$ cat src/rtl/face_instr_seq.sv
// FACE instruction issuer.
// Walks a linear program held in a 1-cycle-latency BRAM and presents each word
// on instr for one cycle. After every systolic calc word it waits for FACE to
// raise and then drop busy, aborting on a missing ack or an over-long calc.

`ifndef SYSOPCODE
`define SYSOPCODE 7'b0001011
`endif
`ifndef systolic_calc_FUNC
`define systolic_calc_FUNC 3'b001
`endif

module face_instr_seq #(
  parameter int PROG_AW     = 8,
  parameter int TIMEOUT_CYC = 65535
) (
  input  logic               clk,
  input  logic               rst,
  input  logic               start,
  input  logic [PROG_AW-1:0] prog_base,
  input  logic [PROG_AW:0]   prog_len,
  output logic [PROG_AW-1:0] prog_addr,
  input  logic [31:0]        prog_rdata,
  output logic [31:0]        instr,
  input  logic               face_busy,
  output logic               seq_busy,
  output logic               done,
  output logic [1:0]         err,
  output logic [PROG_AW:0]   issued_cnt
);

  localparam logic [16:0]      TO_LAST = 17'(TIMEOUT_CYC - 1);
  localparam logic [PROG_AW:0] ONE     = 1;

  typedef enum logic [2:0] {
    IDLE,
    FETCH,
    ISSUE,
    WAIT_ACK,
    WAIT_DONE,
    FINISH
  } state_t;

  state_t           state;
  logic [PROG_AW:0] remaining;  // words still to issue
  logic             ack_late;   // set on the first WAIT_ACK cycle without busy
  logic [16:0]      busy_cyc;   // cycles spent in WAIT_DONE for the current calc
  logic             is_calc;

  // The word arriving from BRAM is a systolic calc (decoded while in ISSUE).
  assign is_calc = (prog_rdata[6:0] == `SYSOPCODE) &&
                   (prog_rdata[9:7] == `systolic_calc_FUNC);

  // Sequencer FSM; every output is a register updated here.
  // NOTE: all state uses non-blocking assignments, and instr/done get a default
  // of 0 at the top of the clocked branch so they are pulses unless a state
  // explicitly drives them this cycle.
  always_ff @(posedge clk or posedge rst) begin
    if (rst) begin
      state      <= IDLE;
      prog_addr  <= '0;
      instr      <= '0;
      seq_busy   <= 1'b0;
      done       <= 1'b0;
      err        <= 2'b00;
      issued_cnt <= '0;
      remaining  <= '0;
      ack_late   <= 1'b0;
      busy_cyc   <= '0;
    end else begin
      instr <= '0;
      done  <= 1'b0;
      case (state)
        IDLE: begin
          if (start) begin
            prog_addr  <= prog_base;
            remaining  <= prog_len;
            err        <= 2'b00;
            issued_cnt <= '0;
            seq_busy   <= 1'b1;
            // A zero-length program drops out of FETCH straight to FINISH.
            state      <= FETCH;
          end
        end

        FETCH: begin
          if (remaining == '0)
            state <= FINISH;
          else if (!face_busy)
            state <= ISSUE;
        end

        ISSUE: begin
          instr      <= prog_rdata;
          issued_cnt <= issued_cnt + 1'b1;
          prog_addr  <= prog_addr + 1'b1;
          remaining  <= remaining - 1'b1;
          if (is_calc) begin
            ack_late <= 1'b0;
            state    <= WAIT_ACK;
          end else if (remaining == ONE) begin
            state <= FINISH;
          end else begin
            state <= FETCH;
          end
        end

        WAIT_ACK: begin
          if (face_busy) begin
            busy_cyc <= '0;
            state    <= WAIT_DONE;
          end else if (ack_late) begin
            err   <= 2'b01;
            state <= FINISH;
          end else begin
            ack_late <= 1'b1;
          end
        end

        WAIT_DONE: begin
          if (!face_busy) begin
            state <= (remaining == '0) ? FINISH : FETCH;
          end else if (busy_cyc == TO_LAST) begin
            err   <= 2'b10;
            state <= FINISH;
          end else begin
            busy_cyc <= busy_cyc + 1'b1;
          end
        end

        FINISH: begin
          done     <= 1'b1;
          seq_busy <= 1'b0;
          state    <= IDLE;
        end

        default: state <= IDLE;
      endcase
    end
  end

endmodule
$ cat config.mk
export PLATFORM = sky130hd
export DESIGN_NAME = face_instr_seq
export DESIGN_NICKNAME = d
export VERILOG_FILES = /design/src/rtl/face_instr_seq.sv
export SDC_FILE = /design/constraint.sdc
export NUM_CORES = 1
export LEC_CHECK = 0
export CORE_ASPECT_RATIO = 1.25
export CORE_UTILIZATION = 35
export DETAILED_ROUTE_END_ITERATION = 10
export PLACE_DENSITY_LB_ADDON = 0.15
export REMOVE_ABC_BUFFERS = 1
export SLEW_MARGIN = 10
export SYNTH_ARGS = -nofsm -noshare
export SYNTH_HDL_FRONTEND = slang
export SYNTH_SLANG_ARGS = --single-unit
export TNS_END_PERCENT = 50
$ cat constraint.sdc
create_clock -name clk -period 3.3 [get_ports clk]
set_clock_uncertainty 0.05 [all_clocks]
set_input_delay 0.495 -clock clk [delete_from_list [all_inputs] [get_ports clk]]
set_output_delay 0.495 -clock clk [all_outputs]
set_load 0.01 [all_outputs]
* After elaboration in Yosys (flattened, before gate mapping)
Cells that the tools add are included.
Storage, ports and cells: flip-flop bits (word level) 83, output and inout bits 53, word-level logic and storage cells 82
Cells by class: add/subtract/negate cells 4, equality and inequality tests 20, muxes and demuxes 34, reduce and logical (&&, ||, !) cells 14
Operators by type and width (count):
- 2-to-1 mux 17 bit | 3
- one-hot mux 9 bit (2 select lines) | 2
- one-hot mux 17 bit (2 select lines) | 1
- 2-to-1 mux 32 bit | 1
- 2-to-1 mux 3 bit | 10
- 2-to-1 mux 9 bit | 2
- adder 17 x 1 -> 17 bit (second input constant) | 1
- equality test 17 x 16 -> 1 bit (second input constant) | 1
- != test 2 bit (second input constant) | 8
- one-hot mux 8 bit (2 select lines) | 1
- one-hot mux 3 bit (5 select lines) | 1
- 2-to-1 mux 2 bit | 5
- adder 9 x 1 -> 9 bit (second input constant) | 1
- equality test 9 x 1 -> 1 bit (second input constant) | 1
- zero test 9 bit | 1
- != test 3 bit (second input constant) | 3
- subtractor 9 x 1 -> 9 bit (second input constant) | 1
- adder 8 x 1 -> 8 bit (second input constant) | 1
- 2-to-1 mux 8 bit | 1
- AND reduction 4 bit | 2
- nonzero test 2 bit | 4
- equality test 7 x 4 -> 1 bit (second input constant) | 1
- equality test 3 x 1 -> 1 bit (second input constant) | 2
- equality test 3 x 2 -> 1 bit (second input constant) | 2
- 10 further kinds | 16

* Logic depth before layout (Yosys ltp)
Gate-level depths: netlist of run 1.
depth in word-level cells 4, gate-level depth with buffers 8

* Least setup slack after synthesis of run 1
Ideal clock, no wire load.
kind input -> register, from in face_busy, to reg busy_cyc[14], arrival time 1922 ps, data required time 3173 ps, slack 1251 ps, cell stages on the path 6, path through buf_2 nand4bb_1 buf_2 or4_4 or4_1 a21oi_1
Between the ends: cells in the longest elaborated chain, start to end 2, elaborated cells on any way between the ends 3, classes of those cells 2 x eq/ne; 1 x reduce/logical
Ends and longest elaborated chain:
- start: declaration | line 25 | input logic face_busy,
- != test 2 bit (no line)
- AND reduction 4 bit (no line) (*)
- end signal: assignment | line 127 | busy_cyc <= busy_cyc + 1'b1;
- end: declaration | line 47 | logic [16:0] busy_cyc;
Mark *: on every way between the ends. The rest lies on a longest branch, timed or not. A chain may end at the register's enable or synchronous reset.

* Worst setup path after layout of run 1
from reg state[0], to reg prog_addr[2]
Between the ends: cells in the longest elaborated chain, start to end 3, elaborated cells on any way between the ends 6, classes of those cells 2 x eq/ne; 1 x mux; 3 x reduce/logical
Ends and longest elaborated chain:
- start: declaration | line 44 | state_t state;
- start signal: assignment | line 122 | state <= (remaining == '0) ? FINISH : FETCH;
- equality test 3 x 2 -> 1 bit / zero test 3 bit (equally long branches) | line 73 | case (state)
- nonzero test 2 bit (no line) / != test 2 bit (equally long branches)
- AND reduction 2 bit (no line)
- end signal: assignment | line 76 | prog_addr <= prog_base;
- end signal: assignment | line 96 | prog_addr <= prog_addr + 1'b1;
- end: declaration | line 22 | output logic [PROG_AW-1:0] prog_addr,
Parallel ways exist; a longest one is shown, timed or not.

==> key figures, run 1 <==
Synthesis
  • Register area share after synthesis: 0.535
  • Synth Area in XOR/XNOR: 0.00451
  • Synth Area in Simple Gates: 0.235
  • Post-Syn Instances: 380
  • Number of synthesized register bits: 83
  • Yosys warnings: 0
  • Synth Area in Adders: 0.0193
  • Async S/R FF share, synth: 1.00
  • Mux cell area share after synthesis: 0.0129
  • Main combinational cell family by area after synthesis: simple AND/OR/NAND/NOR gates
  • Count of cell types in the netlist: 59
  • Syn Std Cell Area: 3880 um^2
  • Synth Flop Type: dfrtp_1
  • Avg Cell Area, Syn: 10.2 um^2
  • Post-synthesis compound-gate area fraction: 0.158
  • Top cell type's share of synthesized area: 0.535
  • EDFF count, synth: 0
  • Post-synth top area cell: dfrtp_1
  • Top cells by area, synth: dfrtp_1 54%, and2_1 5.3%, nand2_1 3.2%

Drt
  • DR pass1 iterations: 6
  • DRT antenna net count: 0
  • DR vias/cell: 5.36
  • # DRC: 0
  • Final wirelength: 9590 um
  • Routed WL per cell: 15.5 um
  • Initial drt markers: 154
  • Total number of vias: 3319

Clock tree
  • Clk root buf: clkbuf_16
  • Inserted Clock Buffers: 9
  • Post-CTS Setup Inserts: 0
  • Worst-path clk slew: 0.06 ns
  • H-Tree Level Count: 3
  • Post-CTS Hold Fix Bufs: 0
  • Clk_lat worst skew: 0.34 ns
  • CTS tree: done
  • Total clock sinks: 83
  • # resized after CTS: 0
  • Worst-case clock buffer depth: 2

Floorplanning
  • Initial Util: 0.364
  • Core region area: 10700 um^2
  • Row count: 42
  • Area of the die: 11500 um^2
  • Die Ht: 120 um
  • Io pins: 106
  • Die W: 96.2 um

Worst setup path
  • Worst EP required: 3.48 ns
  • CP Capture Type: register
  • Crit path max fanout: 19
  • Critical path endpoint: prog_addr[2]$_DFFE_PP0P_
  • Reg-to-reg setup timing slack: 0.95 ns
  • R2R cell count: 4
  • R2r endpoint: prog_addr[2]$_DFFE_PP0P_
  • Crit path kind: reg -> reg
  • Worst Setup SP: state[0]$_DFFE_PP0P_
  • Type of origin of the critical path: register
  • FF-to-FF Start: state[0]$_DFFE_PP0P_
  • Worst EP arrival: 2.54 ns

Cells and area
  • Final #Nets: 541
  • Final Cell Area: 5360 um^2
  • Antenna Cells: 0
  • Area Overhead vs Synth: 38.2%
  • Layout cells sized above 1: 0.0698
  • Post-layout util: 0.503
  • Post-route insts no fill: 619

Global routing
  • First-pass GRT wire length: 16200 um
  • Vias in the first global route: 3370
  • Largest net degree at the start of global routing: 66
  • Total grt overflow: 0
  • Total GRT Usage: 0.183
  • Met2 Track Usage GR: 0.316
  • Met3 Track Usage GR: 0.0368
  • Antenna violations before repair: 0
  • GR met1 Demand/Resource: 0.215
  • GR peak layer: met2

Power and ir drop
  • Pleak: 2.26 nW
  • Flop pwr share: 0.414
  • Sw Pwr: 1.23 mW
  • Clock Power Share: 0.269
  • Part of the power in combinational logic: 0.317
  • IR drop worst, VDD: 0.364 mV
  • Internal: 2.36 mW
  • Switching share of power: 0.344
  • Cell Pwr Density: 669 nW/um^2

STA
  • RSZ-0062 raised after global routing: false
  • Slew headroom: 0.483
  • Period utilization: 0.714
  • Least-Margin Pin Slew: 0.769 ns
  • Max-slew violations: 0
  • Hold Vio Cnt, Final: 0
  • FMAX: 0.425 GHz
  • Crit path time final: 2.35 ns
  • Setup violators final: 0
  • Sum Neg Setup Slack: 0 ns

Status
  • Status: finished clean

Place
  • GPL Wtd Cong: 0.837
  • Area post-placement: 5080 um^2
  • Placed Cells: 603
  • Hpwl dp: 6690 um
  • Port Buffers: 105

Worst hold path
  • HP Class: in -> async

Job
  • Max-cap violations: 0
cell families (layout without fill, tap and decap cells):
family	count (synthesis)	in the layout
AO/OA/AOI/OAI	90	90
XOR/XNOR	2	2
adder cells (fa/ha/maj)	6	6
buffers and inverters	32	139
flip-flops	83	83
multiplexers	5	5
AND/OR/NAND/NOR	162	162
per-layer routing:
metal | up-vias | share of wire
met3 | 13 | 0.047
met5 | - | 0
li1 | 1609 | -
met1 | 1612 | 0.41
met4 | 0 | 0.021
met2 | 85 | 0.52
stage by stage:
step / worst slack [ns] / hold slack, ns / power [mW]
CTS: 0.936 / 0.387 / 3.64
global placement: 0.651 / 0.433 / 2.62
global route: 0.825 / 0.410 / 3.83
detailed placement: 0.600 / 0.441 / 2.65
floorplan: -0.154 / 0.410 / 2.09
finish: 0.945 / 0.382 / 3.59
power by group through the flow:
stage	Sequential [mW]	Clock (mW)	Combinational, mW
CTS	1.48	0.992	1.16
detailed placement	1.50	0	1.16
global placement	1.50	0	1.13
global route	1.52	1.03	1.28
floorplan	1.51	0	0.576
finish	1.48	0.964	1.14
worst max-delay path, stage by stage (launching register included):
cell and delay [ns]:
dfrtp_1 0.56, or4b_2 0.98, nand2_1 0.24, o21ai_0 0.11, a221o_1 0.29
worst min-delay path by stage:
stage,startpoint,endpoint,depth (start not counted)
after floorplan,remaining[7]$_DFFE_PP0P_,remaining[7]$_DFFE_PP0P_,1
after global placement,issued_cnt[8]$_DFFE_PP0P_,issued_cnt[8]$_DFFE_PP0P_,1
after detailed placement,remaining[7]$_DFFE_PP0P_,remaining[7]$_DFFE_PP0P_,1
after CTS,rst,instr[29]$_DFF_PP0_,2
after global routing,rst,instr[19]$_DFF_PP0_,2
final,rst,instr[29]$_DFF_PP0_,2
state kept, by name, indices dropped and copies added, names as in the netlist:
name / flops
prog_addr: 8
issued_cnt: 9
done: 1
remaining: 9
ack_late: 1
err: 2
seq_busy: 1
instr: 32
state: 3
busy_cyc: 17
area by class of cell:
class | count | area, um^2
clock buffers | 10 | 239
clock inverters | 6 | 47.5
fillers | 1003 | 5300
inverters | 12 | 46.3
multi-input cells | 265 | 1680
flip-flops and latches | 83 | 2080
well taps | 132 | 165
repair buffers | 111 | 1110
placed cells by master (no fill, tap or decap), types with 3 or more instances in the layout:
cell	instances
and2_1	33
o21ai_0	22
nand2_1	33
a31oi_1	7
or4_1	5
a221o_1	4
nand4_1	10
nand3_1	20
a21oi_1	14
clkdlybuf4s50_1	105
o211ai_1	6
dfrtp_1	83
o31ai_1	5
and3_1	5
buf_4	5
nor4_1	3
nor3_1	10
clkbuf_16	9
ha_1	6
inv_1	11
or3_1	3
a211oi_1	3
o311ai_0	5
mux2i_1	5
nor2_1	18
and4_1	3
cells in the mapped netlist (all sizes together), types with 3 or more instances:
cell type,n
o211ai,6
a211oi,3
nor4b,3
o31ai,5
ha,6
and3,5
and2,33
nor2,18
a21oi,14
inv,12
o21ai,23
mux2i,5
or3,3
nand2,33
clkbuf,12
buf,8
a221o,4
or4,6
dfrtp,83
nor4,4
and4,3
nor3,10
a31oi,7
nand3,20
nand4,10
o311ai,5
Power figures use the tool's default switching activity.
==> run 2, diff against run 1 <==
==> constraint.sdc (replaced) <==
create_clock -name clk -period 2.28 [get_ports clk]
set_clock_uncertainty 0.05 [all_clocks]
set_input_delay 0.342 -clock clk [delete_from_list [all_inputs] [get_ports clk]]
set_output_delay 0.342 -clock clk [all_outputs]
set_load 0.01 [all_outputs]
==> run 2 against run 1 <==
Against the previous run:
- hold slack worse by 0.12 ns
- sequential share of layout area is 1.0 points lower
- first-iteration DRC count is 55% lower
- largest power group unchanged
- final cell count is 2.9% higher
- via count is 1.7% higher
- global-route usage is 0.055 points higher
==> key figures, run 2 (synthesized netlist as in run 1, its figures left out) <==
Clock tree
  • CTS tree: done
  • Inserted Clock Buffers: 9
  • H-Tree Level Count: 3
  • Worst-case clock buffer depth: 2
  • Total clock sinks: 83
  • Post-CTS Hold Fix Bufs: 0
  • Worst-path clk slew: 0.07 ns
  • Clk_lat worst skew: 0.34 ns
  • Clk root buf: clkbuf_16
  • # resized after CTS: 0
  • Post-CTS Setup Inserts: 0

Global routing
  • Antenna violations before repair: 0
  • Largest net degree at the start of global routing: 42
  • GR peak layer: met2
  • Vias in the first global route: 3436
  • Met3 Track Usage GR: 0.0279
  • Met2 Track Usage GR: 0.328
  • First-pass GRT wire length: 16300 um
  • GR met1 Demand/Resource: 0.213
  • Total grt overflow: 0
  • Total GRT Usage: 0.184

Power and ir drop
  • IR drop worst, VDD: 0.537 mV
  • Flop pwr share: 0.392
  • Cell Pwr Density: 982 nW/um^2
  • Internal: 3.59 mW
  • Part of the power in combinational logic: 0.333
  • Clock Power Share: 0.275
  • Sw Pwr: 1.82 mW
  • Switching share of power: 0.336
  • Pleak: 2.35 nW

STA
  • FMAX: 0.493 GHz
  • Least-Margin Pin Slew: 0.702 ns
  • Period utilization: 0.889
  • Max-slew violations: 0
  • Sum Neg Setup Slack: 0 ns
  • Final WS setup: 0.252 ns
  • Setup violators final: 0
  • Slew headroom: 0.529
  • Crit path time final: 2.03 ns
  • Hold Vio Cnt, Final: 0
  • RSZ-0062 raised after global routing: false

Worst setup path
  • R2R cell count: 4
  • Max incr delay on CP: 0.58 ns
  • Worst EP required: 2.43 ns
  • CP Cell Sequence: or3b_2 > or2_2 > o211ai_1 > o311ai_0
  • Buffer and inverter count on the worst path: 0
  • CP Capture Type: register
  • CP top delay family: simple AND/OR/NAND/NOR gates
  • Crit path max-delay cell type: dfrtp_1
  • R2r endpoint: prog_addr[5]$_DFFE_PP0P_
  • Reg-to-reg setup timing slack: 0.25 ns
  • FF-to-FF Start: state[1]$_DFFE_PP0P_
  • Type of origin of the critical path: register
  • Crit path max fanout: 14
  • Crit path kind: reg -> reg
  • Worst EP arrival: 2.17 ns

Floorplanning
  • Initial Util: 0.364
  • Io pins: 106
  • Area of the die: 11500 um^2
  • Row count: 42
  • Die W: 96.2 um
  • Core region area: 10700 um^2
  • Die Ht: 120 um

Cells and area
  • Area Overhead vs Synth: 42.0%
  • Largest Register: instr
  • Filler Cells Inserted: 988
  • Final #Nets: 559
  • Most frequent cells in the layout: 105 x clkdlybuf4s50_1, 83 x dfrtp_1, 33 x nand2_1, 33 x and2_1, 23 x buf_4
  • Commonest non-fill, non-tap cell in the layout: clkdlybuf4s50_1
  • Final Cell Area: 5510 um^2
  • Antenna Cells: 0
  • Largest register FFs: 32
  • Largest registers: instr x32, busy_cyc x17
  • Layout cells sized above 1: 0.101

Drt
  • Routed WL per cell: 15.3 um
  • Final wirelength: 9740 um
  • DR vias/cell: 5.30
  • # DRC: 0
  • DR pass1 iterations: 4
  • Initial drt markers: 70
  • DRT antenna net count: 0
  • Total number of vias: 3376

Place
  • Area post-placement: 5210 um^2
  • GPL Wtd Cong: 0.830
  • Setup slack at placement: 0.0489 ns
  • Port Buffers: 105
  • Hpwl dp: 7160 um

Status
  • Status: finished clean

Worst hold path
  • HP Class: in -> async

Job
  • Max-cap violations: 0
## run 2: routing by layer
layer	part of all wire	wire length, um	vias to the layer above
met4	0.016	156	0
met1	0.41	3960	1647
li1	-	-	1641
met3	0.044	429	11
met5	0	0	-
met2	0.53	5190	77
## run 2: per-stage QoR
step	utilization	power, mW	hold WS (ns)	cells
after global routing	0.517	5.76	0.306	637
after CTS	0.517	5.49	0.274	637
after floorplan	-	3.02	0.408	360
final	0.517	5.41	0.263	637
after detailed placement	0.489	3.96	0.429	621
after global placement	0.489	3.92	0.432	621
## run 2: layout make-up
type | instances | area [um^2] | share of cell area
sequential | 83 | 2080 | 0.377
tap | 132 | 165 | 0.0300
multi-input combinational | 265 | 1680 | 0.305
timing repair buffer | 129 | 1240 | 0.226
inverter | 12 | 46.3 | 0.00840
clock buffer | 10 | 229 | 0.0415
clock inverter | 6 | 71.3 | 0.0129
## run 2: worst max path at each step
stage / startpoint / to / slack [ns] / cells after the start
3_3_place_gp: start / prog_addr[6]$_DFFE_PP0P_ / 0.07 / 6
5_1_grt: state[1]$_DFFE_PP0P_ / prog_addr[5]$_DFFE_PP0P_ / 0.09 / 3
3_5_place_dp: start / prog_addr[6]$_DFFE_PP0P_ / 0.05 / 6
6_report: state[1]$_DFFE_PP0P_ / prog_addr[5]$_DFFE_PP0P_ / 0.25 / 4
2_1_floorplan: state[1]$_DFFE_PP0P_ / remaining[6]$_DFFE_PP0P_ / -1.17 / 4
4_1_cts: state[1]$_DFFE_PP0P_ / busy_cyc[14]$_DFFE_PP0P_ / 0.25 / 4
## run 2: power groups by stage
stage | Sequential (mW) | Combinational (mW) | Clock [mW]
2_1_floorplan | 2.18 | 0.834 | 0
3_3_place_gp | 2.13 | 1.78 | 0
3_5_place_dp | 2.14 | 1.82 | 0
4_1_cts | 2.12 | 1.83 | 1.54
5_1_grt | 2.17 | 1.99 | 1.59
6_report | 2.12 | 1.80 | 1.49
==> run 3, diff against run 2 <==
--- a/config.mk
+++ b/config.mk
@@ -8,6 +8,7 @@
 export CORE_ASPECT_RATIO = 1.25
 export CORE_UTILIZATION = 35
 export DETAILED_ROUTE_END_ITERATION = 10
+export HOLD_SLACK_MARGIN = 0.1
 export PLACE_DENSITY_LB_ADDON = 0.15
 export REMOVE_ABC_BUFFERS = 1
 export SLEW_MARGIN = 10
==> results of run 3 <==
The final DEF is identical to that of run 2; final timing and power are the same.
